$ cat src/rtl/dram_byte_reader_if.sv
// Signal bundle between the byte reader, its requester/consumer and the 8-lane DRAM port.
// The slave modport is the reader's view; master is the environment's view.
interface dram_byte_reader_if;
   logic             req_valid;
   logic             req_ready;
   logic [63:0]      req_addr;
   logic [7:0]       req_len;

   logic             out_valid;
   logic             out_ready;
   logic [7:0]       out_data;
   logic             out_last;
   logic             error;

   logic [7:0]       dram_en;
   logic             dram_rdwr;
   logic [7:0][63:0] dram_addr;
   logic [7:0][7:0]  dram_data_in;
   logic [7:0][7:0]  dram_data_out;
   logic [7:0]       dram_valid;

   modport slave (
      input  req_valid, req_addr, req_len, out_ready, dram_data_out, dram_valid,
      output req_ready, out_valid, out_data, out_last, error,
             dram_en, dram_rdwr, dram_addr, dram_data_in
   );

   modport master (
      output req_valid, req_addr, req_len, out_ready, dram_data_out, dram_valid,
      input  req_ready, out_valid, out_data, out_last, error,
             dram_en, dram_rdwr, dram_addr, dram_data_in
   );
endinterface

$ cat src/rtl/dram_byte_reader.sv
// Reads a byte range from an 8-lane DRAM in batches of up to 8 bytes and streams
// the bytes out in ascending address order; abandons a request if a batch stalls.
module dram_byte_reader #(
   parameter int TIMEOUT = 64
) (
   input  logic              clk,
   input  logic              reset,
   dram_byte_reader_if.slave bus
);
   localparam int TW = $clog2(TIMEOUT + 1);

   typedef enum logic [1:0] {IDLE, ISSUE, WAIT, DRAIN} state_t;

   state_t           state_reg, state_next;
   logic [63:0]      cur_addr_reg, cur_addr_next;
   logic [7:0]       remaining_reg, remaining_next;
   logic [3:0]       cnt_reg, cnt_next;
   logic [2:0]       idx_reg, idx_next;
   logic [7:0]       got_reg, got_next;
   logic [TW-1:0]    timer_reg, timer_next;
   logic             error_reg, error_next;
   logic [7:0]       byte_buf_reg [8];

   logic [3:0]       issue_cnt;
   logic [7:0]       issue_mask;
   logic [7:0]       wait_mask;
   logic [7:0]       capture;
   logic [7:0][63:0] lane_addr;
   logic             got_complete;
   logic [2:0]       last_idx;
   logic             last_batch;

   assign issue_cnt    = (remaining_reg >= 8'd8) ? 4'd8 : remaining_reg[3:0];
   assign last_idx     = 3'(cnt_reg - 4'd1);
   assign last_batch   = (remaining_reg == {4'd0, cnt_reg});
   // A valid arriving in the completing cycle already counts towards completion.
   assign got_complete = ((got_reg | capture) & wait_mask) == wait_mask;

   genvar gi;
   generate
      for (gi = 0; gi < 8; gi++) begin : g_lane
         assign issue_mask[gi] = (4'(gi) < issue_cnt);
         assign wait_mask[gi]  = (4'(gi) < cnt_reg);
         assign capture[gi]    = (state_reg == WAIT) && bus.dram_valid[gi] && wait_mask[gi];
         assign lane_addr[gi]  = cur_addr_reg + 64'(gi);
      end
   endgenerate

   assign bus.dram_data_in = '0;

   always_ff @(posedge clk) begin
      if (reset) begin
         state_reg     <= IDLE;
         cur_addr_reg  <= '0;
         remaining_reg <= '0;
         cnt_reg       <= '0;
         idx_reg       <= '0;
         got_reg       <= '0;
         timer_reg     <= '0;
         error_reg     <= 1'b0;
      end else begin
         state_reg     <= state_next;
         cur_addr_reg  <= cur_addr_next;
         remaining_reg <= remaining_next;
         cnt_reg       <= cnt_next;
         idx_reg       <= idx_next;
         got_reg       <= got_next;
         timer_reg     <= timer_next;
         error_reg     <= error_next;
      end
   end

   // Repeated valids on a captured lane simply overwrite; last one wins.
   always_ff @(posedge clk) begin
      for (int k = 0; k < 8; k++) begin
         if (reset) begin
            byte_buf_reg[k] <= '0;
         end else if (capture[k]) begin
            byte_buf_reg[k] <= bus.dram_data_out[k];
         end
      end
   end

   always_comb begin
      state_next     = state_reg;
      cur_addr_next  = cur_addr_reg;
      remaining_next = remaining_reg;
      cnt_next       = cnt_reg;
      idx_next       = idx_reg;
      got_next       = got_reg;
      timer_next     = timer_reg;
      error_next     = 1'b0;

      case (state_reg)
         IDLE: begin
            if (bus.req_valid) begin
               cur_addr_next  = bus.req_addr;
               remaining_next = bus.req_len;
               if (bus.req_len != 8'd0) begin
                  state_next = ISSUE;
               end
            end
         end
         ISSUE: begin
            cnt_next   = issue_cnt;
            got_next   = '0;
            timer_next = '0;
            idx_next   = '0;
            state_next = WAIT;
         end
         WAIT: begin
            got_next   = got_reg | capture;
            timer_next = timer_reg + 1'b1;
            if (got_complete) begin
               idx_next   = '0;
               state_next = DRAIN;
            end else if (timer_reg == TW'(TIMEOUT - 1)) begin
               // The whole request is dropped, not just this batch.
               error_next     = 1'b1;
               remaining_next = '0;
               state_next     = IDLE;
            end
         end
         DRAIN: begin
            if (bus.out_ready) begin
               idx_next = idx_reg + 1'b1;
               if (idx_reg == last_idx) begin
                  remaining_next = remaining_reg - {4'd0, cnt_reg};
                  cur_addr_next  = cur_addr_reg + 64'(cnt_reg);
                  state_next     = last_batch ? IDLE : ISSUE;
               end
            end
         end
         default: state_next = IDLE;
      endcase
   end

   // Every output is forced low while reset is held, including the DRAM direction.
   always_comb begin
      bus.req_ready = 1'b0;
      bus.out_valid = 1'b0;
      bus.out_data  = '0;
      bus.out_last  = 1'b0;
      bus.error     = 1'b0;
      bus.dram_en   = '0;
      bus.dram_rdwr = 1'b0;
      bus.dram_addr = '0;
      if (!reset) begin
         bus.dram_rdwr = 1'b1;
         bus.error     = error_reg;
         case (state_reg)
            IDLE:  bus.req_ready = 1'b1;
            ISSUE: begin
               bus.dram_en   = issue_mask;
               bus.dram_addr = lane_addr;
            end
            DRAIN: begin
               bus.out_valid = 1'b1;
               bus.out_data  = byte_buf_reg[idx_reg];
               bus.out_last  = (idx_reg == last_idx) && last_batch;
            end
            default: ;
         endcase
      end
   end
endmodule

$ cat src/flat_wrapper.sv
// flat-port wrapper written by rule: the top's interface ports become plain ports
module dram_byte_reader_flat 
#(
   parameter int TIMEOUT = 64
)
  (clk, reset, bus_req_valid, bus_req_addr, bus_req_len, bus_out_ready, bus_dram_data_out, bus_dram_valid, bus_req_ready, bus_out_valid, bus_out_data, bus_out_last, bus_error, bus_dram_en, bus_dram_rdwr, bus_dram_addr, bus_dram_data_in);
  dram_byte_reader_if bus_i ();
  input  logic clk;
  input  logic reset;
  input wire logic [$bits(bus_i.req_valid)-1:0] bus_req_valid;
  input wire logic [$bits(bus_i.req_addr)-1:0] bus_req_addr;
  input wire logic [$bits(bus_i.req_len)-1:0] bus_req_len;
  input wire logic [$bits(bus_i.out_ready)-1:0] bus_out_ready;
  input wire logic [$bits(bus_i.dram_data_out)-1:0] bus_dram_data_out;
  input wire logic [$bits(bus_i.dram_valid)-1:0] bus_dram_valid;
  output wire logic [$bits(bus_i.req_ready)-1:0] bus_req_ready;
  output wire logic [$bits(bus_i.out_valid)-1:0] bus_out_valid;
  output wire logic [$bits(bus_i.out_data)-1:0] bus_out_data;
  output wire logic [$bits(bus_i.out_last)-1:0] bus_out_last;
  output wire logic [$bits(bus_i.error)-1:0] bus_error;
  output wire logic [$bits(bus_i.dram_en)-1:0] bus_dram_en;
  output wire logic [$bits(bus_i.dram_rdwr)-1:0] bus_dram_rdwr;
  output wire logic [$bits(bus_i.dram_addr)-1:0] bus_dram_addr;
  output wire logic [$bits(bus_i.dram_data_in)-1:0] bus_dram_data_in;
  assign bus_i.req_valid = bus_req_valid;
  assign bus_i.req_addr = bus_req_addr;
  assign bus_i.req_len = bus_req_len;
  assign bus_i.out_ready = bus_out_ready;
  assign bus_i.dram_data_out = bus_dram_data_out;
  assign bus_i.dram_valid = bus_dram_valid;
  assign bus_req_ready = bus_i.req_ready;
  assign bus_out_valid = bus_i.out_valid;
  assign bus_out_data = bus_i.out_data;
  assign bus_out_last = bus_i.out_last;
  assign bus_error = bus_i.error;
  assign bus_dram_en = bus_i.dram_en;
  assign bus_dram_rdwr = bus_i.dram_rdwr;
  assign bus_dram_addr = bus_i.dram_addr;
  assign bus_dram_data_in = bus_i.dram_data_in;
  dram_byte_reader #(.TIMEOUT(TIMEOUT)) u_core (.clk(clk), .reset(reset), .bus(bus_i));
endmodule
$ cat config.mk
export PLATFORM = sky130hd
export DESIGN_NAME = dram_byte_reader_flat
export DESIGN_NICKNAME = d
export VERILOG_FILES = /design/src/rtl/dram_byte_reader_if.sv /design/src/rtl/dram_byte_reader.sv /design/src/flat_wrapper.sv
export SDC_FILE = /design/constraint.sdc
export NUM_CORES = 1
export LEC_CHECK = 0
export CELL_PAD_IN_SITES_DETAIL_PLACEMENT = 1
export CELL_PAD_IN_SITES_GLOBAL_PLACEMENT = 1
export CORE_AREA = 2 2 398 203
export CTS_BUF_LIST = sky130_fd_sc_hd__clkbuf_2 sky130_fd_sc_hd__clkbuf_4 sky130_fd_sc_hd__clkbuf_8
export CTS_CLUSTER_DIAMETER = 100
export DETAILED_ROUTE_END_ITERATION = 12
export DIE_AREA = 0 0 400 205
export HOLD_SLACK_MARGIN = 0.03
export MAX_ROUTING_LAYER = met4
export PLACE_DENSITY = 0.74
export RECOVER_POWER = 100
export SLEW_MARGIN = 20
export SYNTH_ARGS = -nofsm -noshare
export SYNTH_HDL_FRONTEND = slang
export SYNTH_SLANG_ARGS = --single-unit
$ cat constraint.sdc
create_clock -name clk -period 7.4 [get_ports clk]
set_input_delay 0.74 -clock clk [delete_from_list [all_inputs] [get_ports clk]]
set_output_delay 0.74 -clock clk [all_outputs]
set_load 0.01 [all_outputs]
; Yosys cells after proc, flatten, opt, wreduce, memory -nomap -nowiden
; Memory sizes are Yosys's and may differ from the RTL's. A register that Yosys moved wholly into a read port is not among the register bits.
; Cells that the tools add are included.
[op_classes]
bitwise_logic = 11
n_lt_le_gt_ge = 17
eq_ne = 15
n_reduce_logical = 28
n_addsub = 12
mux = 75
[op_table]
columns = operator, count
row1 = 512-bit two-way mux, 2
row2 = "64-bit by 3-bit adder with 64-bit output, second input constant", 4
row3 = 64-bit two-way mux, 3
row4 = 8-bit two-way mux, 17
row5 = "64-bit by 2-bit adder with 64-bit output, second input constant", 2
row6 = 64-bit case mux with 2 select lines, 1
row7 = "64-bit by 1-bit adder with 64-bit output, second input constant", 1
row8 = 64-bit by 4-bit adder with 64-bit output, 1
row9 = 1-bit two-way mux, 36
row10 = "3-bit by 4-bit < comparator with 1-bit output, first input constant", 8
row11 = 8-bit case mux with 3 select lines, 1
row12 = 1-bit logical AND, 17
row13 = "1-bit by 4-bit < comparator with 1-bit output, first input constant", 4
row14 = "2-bit by 4-bit < comparator with 1-bit output, first input constant", 4
row15 = 8-bit case mux with 2 select lines, 1
row16 = 7-bit case mux with 2 select lines, 1
row17 = 2-bit two-way mux, 6
row18 = 3-bit two-way mux, 4
row19 = 3-bit case mux with 3 select lines, 1
row20 = 8-bit bitwise AND, 1
row21 = 8-bit by 4-bit == test with 1-bit output, 1
row22 = 8-bit == test, 1
row23 = "8-bit by 4-bit greater-or-equal comparator with 1-bit output, second input constant", 1
row24 = "2-bit != test, second input constant", 4
row25 = 24 further kinds, 36
[totals]
mem_count = 1
ram_bits = 64
reg_bits = 97
output_inout_bits = 597
input_bits = 148
elab_cells = 167
[mem_list]
columns = name, depth, width, read_ports, rd_clocked_by_memory_dff, write_ports, line
row1 = u_core.byte_buf_reg, 8, 8, 1, 1, 8, dram_byte_reader.sv:22  ; logic [7:0] byte_buf_reg [8];

; Longest topological paths before layout
; Gate-level depths: netlist of run 1.
[logic_depth]
depth_word = 10
depth_mapped = 12
depth_no_buf = 10

; Worst setup path after synthesis of run 1
; OpenSTA, ideal clock, no wires.
[synth_path]
kind = register -> output
startpoint = register u_core.cur_addr_reg[0]
endpoint = output bus_dram_addr[250]
required_ps = 6660
t_arrival_ps = 2730
slack_ps = 3930
n_path_buf = 4
path_stages_with_launch = 12
cell_sequence = dfxtp_1 -> clkbuf_1 -> clkbuf_1 -> inv_1 -> ha_1 -> clkbuf_1 -> nor2b_1 -> clkbuf_1 -> nand2_1 -> or3b_1 -> or3_1 -> a21oi_1
[synth_between]
elab_chain_cells = 3
[synth_rtl]
columns = item, line
row1 = "start, declared", dram_byte_reader.sv:15  ; logic [63:0] cur_addr_reg, cur_addr_next;
row2 = "start signal, assigned", dram_byte_reader.sv:63  ; cur_addr_reg <= cur_addr_next;
row3 = 64-bit by 2-bit adder with 64-bit output, dram_byte_reader.sv:45  ; assign lane_addr[gi] = cur_addr_reg + 64'(gi);
row4 = 512-bit two-way mux, dram_byte_reader.sv:151  ; case (state_reg)
row5 = 512-bit two-way mux, dram_byte_reader.sv:148  ; if (!reset) begin
row6 = "end, declared", flat_wrapper.sv:23  ; output wire logic [$bits(bus_i.dram_addr)-1:0] bus_dram_addr;
; Every way passes these cells.

; Worst setup path after layout of run 1
[layout_path]
startpoint = input reset
endpoint = output bus_out_valid
[layout_between]
elab_chain_cells = 1
[layout_rtl]
columns = item, line
row1 = "start, declared", flat_wrapper.sv:9  ; input logic reset;
row2 = 1-bit two-way mux, dram_byte_reader.sv:148
row3 = "end, declared", flat_wrapper.sv:17  ; output wire logic [$bits(bus_i.out_valid)-1:0] bus_out_valid;
; Every way passes these cells.

==> flow_summary.toml, run 1 <==
[route]
drt-initial-drc-count = 2613
viasPerCell = 5.49
detailedRoute.firstPassIterationCount = 7
drt-wirelength-per-cell_um = 29.4
finalWirelength_mm = 130
route.vias.total = 24361
detail-route-antenna-nets = 0
remaining_drc_errors = 0

[finish]
layout.cell_area.non_filler_um2 = 27100
drive_gt1_share_pct = 4.21
area_growth_syn_to_layout_pct = 39.4
layout.nets = 3536

[cts]
library_cell_used_as_clock_root_buffer = "sky130_fd_sc_hd__clkbuf_8"
clock_insertion_delay_worst_skew_ns = 0.52
cts_htree_levels = 4
worst_setup_hold_path_clk_slew_ns = 0.10
post_cts_setup_buffer_count = 0
max-clock-path-buffers = 2
cts_inserted_buffers = 17
tritoncts_num_sinks = 164
clock_tree_from_tritoncts = "built"
post_cts_resize_count = 0
holdBufCountCts = 0

[critical_path]
max_stage_delay_ns = 1.93
cpMaxStageDelayCell = "sky130_fd_sc_hd__clkbuf_1"
required_ns = 6.66
cp-startpoint = "reset"
worstPathArrival_ns = 5.64
timing.critical_path.to_type = "output pin"
timing.rr.start = "u_core.cnt_reg[1]"
crit_chain = "clkbuf_1 > inv_1 > clkbuf_1 > nand2_1 > inv_1 > dlygate4sd3_1"
worst_reg2reg_path_length_in_cells = 8
setup.worst_path.start_class = "input pin"
timing.critical_path.fanout_max = 46
path_class = "input pin to output pin"

[logic_synthesis]
ys_seq_elements = 164
library_cell_with_the_largest_summed_area_after_synthesis = "sky130_fd_sc_hd__nor2_1"
synth_edf_count = 64
async_reset_ff_share_pct = 0
yosysUniqueCellTypes = 81
mean_post_synth_cell_area_um2 = 6.82
yosysMostFrequentCell = "sky130_fd_sc_hd__nor2_1"
synth-warning-count = 0
yosysTopAreaCellShare_pct = 10.3
netlist_instances = 2849
syn_area_um2 = 19400
ys_dominant_reg_cell = "sky130_fd_sc_hd__dfxtp_1"
synth_common_cells = "sky130_fd_sc_hd__nor2_1 (536), sky130_fd_sc_hd__nand2_1 (266), sky130_fd_sc_hd__xnor2_1 (191)"
synth_top_cells_by_area = "sky130_fd_sc_hd__nor2_1 (10%), sky130_fd_sc_hd__dfxtp_1 (10%), sky130_fd_sc_hd__edfxtp_1 (9.9%)"
synth.yosys.seq_area_share_pct = 20.2

[timing]
achievable-frequency_ghz = 0.157
measured_slew_at_the_worst_slew_check_pin_ns = 3.36
rsz0062_at_grt = "no"
timing.final.setup_violations = 0
final_hold_viol_count = 0
slew_headroom_pct = -124
setup-tns-final_ns = 0
period_share_pct = 86.2
report.final.slew_viol_count = 373
fin_skew_ns = 0.0191
fin_crit_ns = 6.38
layout_setup_ws_ns = 1.02

[power]
leakage_nw = 9.76
vdd_ir_drop_max_mv = 0.242
pwr_density_cell_nw_per_um2 = 235

[outcome]
violated_checks = "max-capacitance violations, max-slew violations"
outcome = "complete, but fails checks"

[global_routing]
grt_pass1_wl_mm = 180
overflow_left_after_global_routing = 0
number_of_global_route_vias_before_repair = 23447
antenna_violations_before_repair = 15
maximum_number_of_pins_on_one_net_before_global_route_repair = 203
global_route.usage.total_pct = 31.5

[worst_hold_path]
worst_hold_startpoint = "u_core.got_reg[5]"
timing.hold.worst.class = "flop to flop"
hold_depth = 2

[placement]
dp_hpwl_mm = 103
input_output_buffers = 680
finalWeightedCongestion = 0.942
preCtsSetupSlack_ns = 2.33
dpl_cell_area_um2 = 26900

[run]
maxCapViolations = 9

[floorplan]
chipWidth_um = 400
die_footprint_um2 = 82000
start_util_pct = 24.8
die-height_um = 205
floorplan.io_pins = 745
core_area_um2 = 78600
placement_rows = 73
-- layout by cell type (no fill, tap or decap), types with 21 or more instances in the layout --
master                              n
sky130_fd_sc_hd__a21oi_1          183
sky130_fd_sc_hd__and2_0            64
sky130_fd_sc_hd__and2_1            49
sky130_fd_sc_hd__and3_1            42
sky130_fd_sc_hd__and4_1            35
sky130_fd_sc_hd__buf_4             50
sky130_fd_sc_hd__clkdlybuf4s50_1  200
sky130_fd_sc_hd__conb_1            64
sky130_fd_sc_hd__dfxtp_1           99
sky130_fd_sc_hd__dlygate4sd3_1    479
sky130_fd_sc_hd__edfxtp_1          64
sky130_fd_sc_hd__ha_1              25
sky130_fd_sc_hd__inv_1             27
sky130_fd_sc_hd__nand2_1          265
sky130_fd_sc_hd__nand3_1          118
sky130_fd_sc_hd__nand4_1           67
sky130_fd_sc_hd__nor2_1           535
sky130_fd_sc_hd__nor2b_1           21
sky130_fd_sc_hd__nor3_1            76
sky130_fd_sc_hd__nor4_1            40
sky130_fd_sc_hd__o21ai_0          133
sky130_fd_sc_hd__or3_1             85
sky130_fd_sc_hd__xnor2_1          191
sky130_fd_sc_hd__xor2_1           158
-- final timing paths --
path                                           endpoint  slack [ns]
worst min-delay path                  u_core.got_reg[5]        0.49
worst max register to register  u_core.cur_addr_reg[36]        2.08
worst min register to register        u_core.got_reg[5]        0.49
worst max-delay path                      bus_out_valid        1.02
-- power breakdown --
part / total (W) / internal [W] / switching (W)
combinational: 0.00399 / 0.00139 / 0.00260
clock: 0.000685 / 0.000247 / 0.000438
sequential: 0.00171 / 0.00112 / 0.000590
-- critical path: cells and delay by family --
kind | cells | cell delay, ns
AND/OR/NAND/NOR | 1 | 1.16
buffers and inverters | 5 | 3.73
-- cell families after synthesis --
logic type	share of synthesized area [%]
flip-flops	20.2
XOR/XNOR	15.8
other	0.0193
AND/OR/NAND/NOR	36.2
AO/OA/AOI/OAI	14.3
buffers and inverters	8.63
adder cells (fa/ha/maj)	1.93
multiplexers	2.89
-- area by class of cell --
cell class                      instances  area (um2)
Clock buffer                           18         241
Antenna cell                           13        32.5
Multi-Input combinational cell       2390       14100
Inverter                               39         146
Sequential cell                       164        3930
Timing Repair Buffer                  748        7260
Tap cell                             1050        1310
Clock inverter                         14         120
Fill cell                            9769       51500
-- layer usage --
| metal | track usage, % | part of all wire [%] | vias up |
|---|---|---|---|
| li1 | - | - | 10704 |
| met1 | 44.9 | 47 | 12298 |
| met2 | 45.1 | 42 | 1255 |
| met3 | 6.54 | 8.9 | 104 |
| met4 | 6.61 | 1.8 | 0 |
| met5 | - | 0 | - |
-- stage by stage --
step	hold slack [ns]	power, W	std cells	utilization, %
after floorplan	0.429	0.00376	2912	-
after global placement	0.439	0.00568	4391	34.2
after detailed placement	0.465	0.00571	4391	34.2
after CTS	0.490	0.00640	4423	34.6
after global routing	0.523	0.00670	4434	34.5
final	0.491	0.00638	4436	34.5
(Power assumes the default switching activity.)
==> inputs of run 2 (changes only) <==
Clock period 7.4 ns to 6.5 ns, I/O delays scaled along.
==> flow_summary.toml, run 2 (same netlist as run 1, synthesis figures left out) <==
[timing]
report.final.slew_viol_count = 165
measured_slew_at_the_worst_slew_check_pin_ns = 2.05
timing.final.setup_violations = 0
slew_headroom_pct = -37.0
setup-tns-final_ns = 0
fin_skew_ns = 0.0169
final_hold_viol_count = 0
achievable-frequency_ghz = 0.166
period_share_pct = 92.7
fin_crit_ns = 6.03
rsz0062_at_grt = "no"

[global_routing]
global_route.usage.total_pct = 30.8
grt_pass1_wl_mm = 177
overflow_left_after_global_routing = 0
maximum_number_of_pins_on_one_net_before_global_route_repair = 108
number_of_global_route_vias_before_repair = 22829
antenna_violations_before_repair = 10

[cts]
holdBufCountCts = 0
max-clock-path-buffers = 2
tritoncts_num_sinks = 164
post_cts_resize_count = 0
worst_setup_hold_path_clk_slew_ns = 0.11
library_cell_used_as_clock_root_buffer = "sky130_fd_sc_hd__clkbuf_8"
clock_insertion_delay_worst_skew_ns = 0.52
cts_htree_levels = 4
post_cts_setup_buffer_count = 0
cts_inserted_buffers = 17
clock_tree_from_tritoncts = "built"

[floorplan]
floorplan.io_pins = 745
core_area_um2 = 78600
die_footprint_um2 = 82000
chipWidth_um = 400
start_util_pct = 24.8
placement_rows = 73
die-height_um = 205

[placement]
dp_hpwl_mm = 103
finalWeightedCongestion = 0.956
input_output_buffers = 680

[power]
finalPower_w = 0.00721
vdd_ir_drop_max_mv = 0.151
pwr_density_cell_nw_per_um2 = 266
leakage_nw = 9.75

[finish]
layout.nets = 3530
area_growth_syn_to_layout_pct = 39.5
drive_gt1_share_pct = 4.54
layout_commonest_cell = "sky130_fd_sc_hd__nor2_1"
mostFrequentLayoutCells = "sky130_fd_sc_hd__nor2_1 (536), sky130_fd_sc_hd__dlygate4sd3_1 (483), sky130_fd_sc_hd__nand2_1 (265)"

[route]
detail-route-antenna-nets = 0
viasPerCell = 5.47
remaining_drc_errors = 0
finalWirelength_mm = 129
detailedRoute.firstPassIterationCount = 5
drt-initial-drc-count = 2606
route.vias.total = 24216
drt-wirelength-per-cell_um = 29.0

[outcome]
outcome = "complete, but fails checks"
violated_checks = "max-capacitance violations, max-slew violations"

[critical_path]
setup.worst_path.start_class = "flop"
required_ns = 5.85
timing.critical_path.fanout_max = 14
path_class = "flop to output pin"
cp-startpoint = "u_core.cur_addr_reg[36]"
timing.rr.start = "u_core.cnt_reg[1]"
worstPathArrival_ns = 5.38
timing.critical_path.to_type = "output pin"

[worst_hold_path]
worst_hold_startpoint = "u_core.got_reg[5]"
timing.hold.worst.class = "flop to flop"

[run]
maxCapViolations = 5
[run 2: worst paths after layout]
| check | to | cells after the start | slack (ns) |
|---|---|---|---|
| max | bus_dram_addr[309] | 6 | 0.47 |
| min | u_core.got_reg[5] | 2 | 0.49 |
| max reg2reg | u_core.cur_addr_reg[20] | 9 | 1.88 |
| min reg2reg | u_core.got_reg[5] | 2 | 0.49 |
[run 2: through the flow]
step	util (%)	instance area, um2	setup WS [ns]	hold slack, ns	cells
after floorplan	-	19700	3.12	0.429	2912
after global placement	34.1	26800	1.30	0.443	4385
after detailed placement	34.1	26800	1.56	0.466	4385
after CTS	34.6	27200	0.981	0.490	4417
after global routing	34.5	27100	0.312	0.516	4425
final	34.5	27100	0.474	0.492	4429
[run 2: final cells by class]
cell class / instances / area (um2)
repair buffers: 742 / 7230
flip-flops and latches: 164 / 3930
inverters: 39 / 146
clock inverters: 15 / 131
fillers: 9750 / 51400
clock buffers: 17 / 234
well taps: 1050 / 1310
diodes: 12 / 30.0
multi-input cells: 2390 / 14100
[run 2: critical path: stages, from the launching register on]
cell                            delay (ns)
sky130_fd_sc_hd__dfxtp_1              1.09
sky130_fd_sc_hd__nand4_2              0.50
sky130_fd_sc_hd__nor4_1               1.20
sky130_fd_sc_hd__nand4_1              0.71
sky130_fd_sc_hd__or3_1                0.55
sky130_fd_sc_hd__a21oi_1              0.15
sky130_fd_sc_hd__dlygate4sd3_1        0.65
[run 2: power by group]
part           switching [W]  total, W  internal (W)  leakage [nW]
logic                0.00282   0.00439       0.00157          8.09
clock network       0.000476  0.000780      0.000304         0.173
registers           0.000768   0.00204       0.00127          1.48
total                0.00406   0.00721       0.00315          9.75
[run 2: routing by layer]
metal | track usage (%) | vias to the layer above | routed length [um]
met5 | - | - | 0
met4 | 6.14 | 0 | 2160
met3 | 6.23 | 108 | 12300
met2 | 45.0 | 1287 | 55400
met1 | 43.6 | 12146 | 58700
li1 | - | 10675 | -
